File: src/rtl/stage_if_pf.sv
// stage_if_pf: prefetching instruction fetch that assembles byte-serial memory reads
// into little-endian instructions and queues them with their PCs for ID.
module stage_if_pf #(
    parameter int          INST_BYTES = 4,
    parameter int          MEM_LAT    = 1,
    parameter int          FIFO_DEPTH = 2,
    parameter logic [31:0] RESET_PC   = 32'h0
) (
    input  logic                    clk,
    input  logic                    rst,
    input  logic                    rdy,
    input  logic                    mem_gnt_i,
    input  logic [7:0]              mem_data_i,
    output logic                    mem_req_o,
    output logic [31:0]             mem_addr_o,
    output logic                    mem_we_o,
    input  logic                    redirect_i,
    input  logic [31:0]             redirect_addr_i,
    input  logic                    id_ready_i,
    output logic                    inst_valid_o,
    output logic [8*INST_BYTES-1:0] inst_o,
    output logic [31:0]             pc_o,
    output logic                    if_stall_req_o
);
    localparam int IW = $clog2(INST_BYTES);
    localparam int AW = $clog2(FIFO_DEPTH);
    localparam int W  = 8*INST_BYTES;
    localparam logic [AW:0] DEPTH = (AW+1)'(FIFO_DEPTH);
    logic [31:0]   fetch_pc, asm_pc;
    logic [IW-1:0] byte_idx;
    logic [AW:0]   count, pending, resv;
    logic [AW-1:0] rd_ptr, wr_ptr;
    logic [W-1:0]  fifo_inst [FIFO_DEPTH];
    logic [31:0]   fifo_pc [FIFO_DEPTH];
    logic [W-1:0]  asm_buf, asm_next;
    logic [MEM_LAT-1:0] p_live, p_last;
    logic [IW-1:0] p_idx [MEM_LAT];
    logic redir, grant, grant0, last_byte, ret, push, pop;
    assign redir      = rdy & redirect_i;
    assign resv       = count + pending;
    assign last_byte  = byte_idx == IW'(INST_BYTES-1);
    assign mem_req_o  = rst & rdy & ~redirect_i & (byte_idx != '0 | resv < DEPTH);
    assign mem_addr_o = fetch_pc + 32'(byte_idx);
    assign mem_we_o   = 1'b0;
    assign grant      = mem_req_o & mem_gnt_i;
    assign grant0     = grant & (byte_idx == '0);
    assign ret        = p_live[MEM_LAT-1];
    assign push       = ret & p_last[MEM_LAT-1] & ~redirect_i;
    assign inst_valid_o   = count != '0;
    assign if_stall_req_o = ~inst_valid_o;
    assign pop        = rdy & inst_valid_o & id_ready_i & ~redirect_i;
    assign inst_o     = inst_valid_o ? fifo_inst[rd_ptr] : '0;
    assign pc_o       = inst_valid_o ? fifo_pc[rd_ptr] : '0;
    always_comb begin
        asm_next = asm_buf;
        asm_next[{p_idx[MEM_LAT-1], 3'b000} +: 8] = mem_data_i;
    end
    always_ff @(posedge clk or negedge rst) begin
        if (!rst) begin
            fetch_pc <= RESET_PC;
            asm_pc   <= RESET_PC;
            byte_idx <= '0;
            count    <= '0;
            pending  <= '0;
            rd_ptr   <= '0;
            wr_ptr   <= '0;
            asm_buf  <= '0;
            p_live   <= '0;
            p_last   <= '0;
            for (int i = 0; i < MEM_LAT; i++) p_idx[i] <= '0;
            for (int i = 0; i < FIFO_DEPTH; i++) begin
                fifo_inst[i] <= '0;
                fifo_pc[i]   <= '0;
            end
        end else if (rdy) begin
            for (int i = MEM_LAT-1; i > 0; i--) begin
                p_live[i] <= p_live[i-1];
                p_last[i] <= p_last[i-1];
                p_idx[i]  <= p_idx[i-1];
            end
            p_live[0] <= grant;
            p_last[0] <= last_byte;
            p_idx[0]  <= byte_idx;
            if (redir) begin
                // late bytes of the abandoned stream must never reach the buffer
                p_live   <= '0;
                fetch_pc <= redirect_addr_i;
                asm_pc   <= redirect_addr_i;
                byte_idx <= '0;
                count    <= '0;
                pending  <= '0;
                rd_ptr   <= '0;
                wr_ptr   <= '0;
                asm_buf  <= '0;
            end else begin
                if (grant) begin
                    byte_idx <= last_byte ? '0 : byte_idx + 1'b1;
                    fetch_pc <= last_byte ? fetch_pc + 32'(INST_BYTES) : fetch_pc;
                end
                if (ret) asm_buf <= push ? '0 : asm_next;
                if (push) begin
                    fifo_inst[wr_ptr] <= asm_next;
                    fifo_pc[wr_ptr]   <= asm_pc;
                    wr_ptr <= wr_ptr + 1'b1;
                    asm_pc <= asm_pc + 32'(INST_BYTES);
                end
                if (pop) rd_ptr <= rd_ptr + 1'b1;
                count   <= count + {{AW{1'b0}}, push} - {{AW{1'b0}}, pop};
                pending <= pending + {{AW{1'b0}}, grant0} - {{AW{1'b0}}, push};
            end
        end
    end
endmodule

File: config.mk
export PLATFORM = sky130hd
export DESIGN_NAME = stage_if_pf
export DESIGN_NICKNAME = d
export VERILOG_FILES = /design/src/rtl/stage_if_pf.sv
export SDC_FILE = /design/constraint.sdc
export NUM_CORES = 1
export LEC_CHECK = 0
export CORE_MARGIN = 1.5
export CORE_UTILIZATION = 30
export CTS_BUF_LIST = sky130_fd_sc_hd__clkbuf_8
export DETAILED_ROUTE_END_ITERATION = 8
export MAX_ROUTING_LAYER = met4
export PLACE_DENSITY_LB_ADDON = 0.08
export SYNTH_ARGS = -nofsm -noshare
export SYNTH_HDL_FRONTEND = slang
export SYNTH_SLANG_ARGS = --single-unit
File: constraint.sdc
create_clock -name clk -period 3.2 [get_ports clk]
set_input_delay 0.48 -clock clk [delete_from_list [all_inputs] [get_ports clk]]
set_output_delay 0.48 -clock clk [all_outputs]
set_load 0.1 [all_outputs]
; ---- After elaboration in Yosys (flattened, before gate mapping)
; Cells that the tools add are included.
[totals]
reg_bits = 236
inputBits = 46
out_inout_bits = 100
elab_cells = 97
[op_classes]
add_sub_neg = 12
n_lt_le_gt_ge = 4
eq_ne = 1
shifts = 2
n_mux = 31
bitwise = 17
reduce_logical = 15
[op_table]
columns = operator, n
row1 = $mux 32, 17
row2 = $bwmux 64, 2
row3 = $add 32x3->32 const B, 2
row4 = $add 32x2->32, 1
row5 = $bwmux 32, 1
row6 = $demux 32 s1, 1
row7 = $shift 8x7->32 const A, 1
row8 = $shiftx 8x7->32, 1
row9 = $reduce_bool 2->1, 7
row10 = $and 1x1->1, 11
row11 = $mux 2, 5
row12 = $reduce_and 2->1, 4
row13 = $neg 5->7, 1
row14 = $reduce_and 3->1, 2
row15 = $mux 1, 5
row16 = $add 2x1->2, 2
row17 = $ge 2x2->1 const B, 2
row18 = $not 1->2, 2
row19 = $sub 2x1->2, 2
row20 = $not 1->1, 3
row21 = $add 1x1->1 const B, 2
row22 = $add 2x1->2 const B, 1
row23 = $add 2x2->2, 1
row24 = $eq 2x2->1 const B, 1
row25 = other kinds (5), 5

; ---- Depth between registers and ports, before layout
[depth]
ltp_word = 9
mapped_depth = 13
depth_no_buf = 13

; ---- Least setup slack after synthesis
; OpenSTA, ideal clock, no wires.
[synth_path]
path_type = register -> output
startpoint = register count[1]
endpoint = output pc_o[22]
t_arrival_ps = 3354
required_time_ps = 2720
slack_ps = -634
stages_incl_launch_ff = 6
n_path_buf = 1
cell_sequence = dfrtp_1 > inv_1 > nand2_1 > inv_1 > clkbuf_1 > nor2_1
[synth_via]
elab_chain_len = 2
[synth_lines]
columns = element, line_no
row1 = start: declaration, 31  ; logic [AW:0] count, pending, resv;
row2 = start signal: assignment, 108  ; count <= count + {{AW{1'b0}}, push} - {{AW{1'b0}}, pop};
row3 = $reduce_bool 2->1, 49  ; assign inst_valid_o = count != '0;
row4 = named net inst_valid_o, 20  ; output logic inst_valid_o,
row5 = $mux 32, 53  ; assign pc_o = inst_valid_o ? fifo_pc[rd_ptr] : '0;
row6 = end: declaration, 22  ; output logic [31:0] pc_o,
; The timed path passes the listed nets, and every way through them passes these cells.

; ---- Worst setup path in the final report
[layout_path]
startpoint = register fetch_pc[15]
endpoint = output mem_addr_o[28]
[layout_via]
elab_chain_len = 1
[layout_lines]
columns = element, line_no
row1 = start: declaration, 29  ; logic [31:0] fetch_pc, asm_pc;
row2 = start signal: assignment, 87  ; fetch_pc <= redirect_addr_i;
row3 = start signal: assignment, 98  ; fetch_pc <= last_byte ? fetch_pc + 32'(INST_BYTES) : fetch_pc;
row4 = $add 32x2->32, 43  ; assign mem_addr_o = fetch_pc + 32'(byte_idx);
row5 = end: declaration, 15  ; output logic [31:0] mem_addr_o,
; Every way passes these cells.

==> metrics.md <==
| Metric | Value |
|---|---|
| Gr ovfl total | `0` |
| Clock transition at path regs | `60 ps` |
| Final worst-path cycle share | `97.1%` |
| CTS root buf | `clkbuf_8` |
| Core area | `0.0388 sq mm` |
| Worst Reg-to-Reg Cells | `7` |
| Yosys warns | `0` |
| CP peak stage delay | `620 ps` |
| Drt wl/cell | `18.8 um` |
| Clk_lat worst skew | `570 ps` |
| Share of cells above drive strength 1 | `23.2%` |
| Largest net degree at the start of global routing | `134` |
| Clock share of power | `35.0%` |
| Vias after detailed routing | `9083` |
| Synth top area cells | `dfrtp_1 49%, mux2i_1 5.6%, a21oi_1 5.1%` |
| Worst EP required | `2720 ps` |
| Net Sw Frac | `34.2%` |
| Cell Area, Synth | `0.0119 sq mm` |
| Num ports | `146` |
| Synth cell types | `57` |
| Gpl congestion | `0.775` |
| Width of the die | `202 um` |
| Synth Instances | `1179` |
| Slowest library cell on the worst path | `nor4_1` |
| Fmax achieved | `322 MHz` |
| Commonest non-fill, non-tap cell in the layout | `dfrtp_1` |
| Maximum VDD drop | `0.223 mV` |
| Detail Placement HPWL | `25000 um` |
| Pwr dens | `524 mW/mm^2` |
| Post-synth top area share | `49.3%` |
| Combinational power share | `23.4%` |
| CP arrival | `2630 ps` |
| Maxcap violations | `0` |
| Initial antenna violation count | `1` |
| Critical path endpoint category | `primary output` |
| Final WS setup | `92.0 ps` |
| Number of port buffers | `144` |
| Type of origin of the critical path | `flop` |
| Cell taking the most area after synthesis | `dfrtp_1` |
| DR vias/cell | `4.81` |
| Crit Path Category | `flop to primary output` |
| Sequential share of power | `41.6%` |
| Clk sink count | `234` |
| Initial drt markers | `413` |
| Ys flop type | `dfrtp_1` |
| Final Setup Violations | `0` |
| Pre-Repair DR Iteration Count | `5` |
| FF-to-FF End | `asm_buf[0]` |
| Final ANT Viol Nets | `0` |
| Post-synth EDFFs | `0` |
| Unrepaired setup endpoints after global routing | `true` |
| Fin. Hold Viols | `0` |
| Post-synth ARST share | `100%` |
| TritonCTS Buffers | `44` |
| Clock buffer depth | `3` |
| Switching pwr | `2.75 mW` |
| Row count | `72` |
| CTS tree | `yes` |
| Die ar. | `0.0408 sq mm` |
| Hold/Removal Path Class | `primary input to asynchronous set/reset pin` |
| First-pass GRT wire length | `55700 um` |
| Die height | `202 um` |
| Area delta synth->final | `29.0%` |
| Tightest Pin Transition | `779 ps` |
| Most frequent cells in the layout | `231 x dfrtp_1, 137 x nor2_1, 122 x a21oi_1, 117 x buf_4` |
| Worst slew margin | `48.1%` |
| CP Cell Sequence | `nand4_1 -> nor4_1 -> nand2_1 -> xnor2_2 -> buf_12` |
| Pins Over Slew Limit | `0` |
| Gr usage total | `18.0%` |
| Remaining DRCs | `0` |
| Reg-to-reg critical path startpoint | `p_idx[0]` |
| WL final | `35400 um` |
| Reg2Reg Setup Slack | `770 ps` |
| Fillcell total | `3936` |
| Leak pwr | `6.64 nW` |
| Internal Pwr Total | `5.28 mW` |
| Dpl ws | `377 ps` |
| Total Nets Final | `1401` |
| Fin Clk Skew | `23.8 ps` |
| Setup TNS | `0 ps` |
| Initial Util | `30.6%` |
| Vias in the first global route | `9312` |
| CP max FO | `8` |
| Sequential cell area fraction in the yosys report | `49.3%` |
| Yosys reg bits | `234` |
| H-Tree Depth | `2` |
| Crit path time final | `3110 ps` |
| Syn nets | `1241` |
| Status | `finished, final reports clean` |
| Avg Cell Area, Syn | `10.1 sq um` |
## cell families (layout without fill, tap and decap cells)
kind of cell / Yosys count / in the layout / synth area share [%]
compound gates: 210 / 210 / 10.2
xor+xnor: 88 / 88 / 6.49
fa+ha+maj: 16 / 16 / 1.75
buf+inv: 101 / 290 / 3.47
flops: 234 / 234 / 49.3
mux: 132 / 132 / 11.8
other cells: 1 / 2 / 0.0316
simple gates: 397 / 397 / 17.0
## synth_stat cells (all sizes together) (25+ instances only)
cell	instances
xor2	38
xnor2	50
nor2b	38
dfrtp	234
a21oi	122
mux2i	67
mux2	65
o21ai	44
buf	41
a22o	32
nand4	27
nor2	149
clkbuf	41
nor4	25
nand2	69
## layout make-up
type	count	area, sq um	area share, %
antenna	1	2.50	0.0163
clock buffer	55	757	4.94
clock inverter	20	81.3	0.531
inverter	19	71.3	0.465
multi-input combinational	844	5890	38.5
sequential	234	5860	38.3
tap	518	648	4.23
timing repair buffer	196	2000	13.1
## critical path, delay by kind of cell, from the launching register on
kind,cells,cell delay (ps)
xor gates and xnor gates,1,240
buffers and inverters,1,210
DFF,1,510
and+or+nand+nor,3,1090
## worst max-delay path by stage
stage	endpoint	cells after the start	slack, ps	from
2_1_floorplan	mem_addr_o[2]	5	-100	byte_idx[0]
3_3_place_gp	pending[1]	12	400	rdy
3_5_place_dp	pending[1]	12	380	rdy
4_1_cts	mem_addr_o[20]	7	10	fetch_pc[3]
5_1_grt	mem_addr_o[28]	5	-80	fetch_pc[15]
6_report	mem_addr_o[28]	5	90	fetch_pc[15]
## power by group through the flow
| stage | clock network [mW] | logic [mW] | registers (mW) |
|---|---|---|---|
| after floorplan | 0 | 1.25 | 3.27 |
| after global placement | 0 | 1.86 | 3.40 |
| after detailed placement | 0 | 1.86 | 3.40 |
| after CTS | 2.94 | 1.90 | 3.35 |
| after global routing | 3.05 | 2.01 | 3.37 |
| final | 2.81 | 1.88 | 3.34 |
## registers in the layout (all words and copies together), names as in the netlist
signal and cells:
rd_ptr 1, count 2, asm_buf 32, pending 2, p_last 1, fifo_inst 64, asm_pc 31, byte_idx 2
p_live 1, p_idx 2, fifo_pc 64, wr_ptr 1, fetch_pc 31
## metrics by stage
step | cells | power, mW | hold WS [ps] | cell area (sq um) | util, %
after floorplan | 1179 | 4.52 | 184 | 12100 | -
after global placement | 1803 | 5.26 | 328 | 14300 | 36.9
after detailed placement | 1803 | 5.26 | 332 | 14300 | 36.9
after CTS | 1884 | 8.18 | 311 | 15300 | 39.3
after global routing | 1887 | 8.44 | 318 | 15300 | 39.5
final | 1887 | 8.03 | 344 | 15300 | 39.5
## layer usage
metal  vias to the layer above  wire [um]  GRT usage (%)
met2                       163      17800           29.9
li1                       4424          -              -
met1                      4458      15600           22.8
met4                         0        595           4.69
met3                        38       1380           3.16
met5                         -          0              -
## timing repair
action                                  CTS  global route
hold endpoints to repair                 14             0
gates resized for setup                  12             8
setup buffers                             5             2
pin swaps                                 2             1
hold buffers                              1             0
endpoints found under the setup margin   16            16
(Power assumes the default switching activity.)
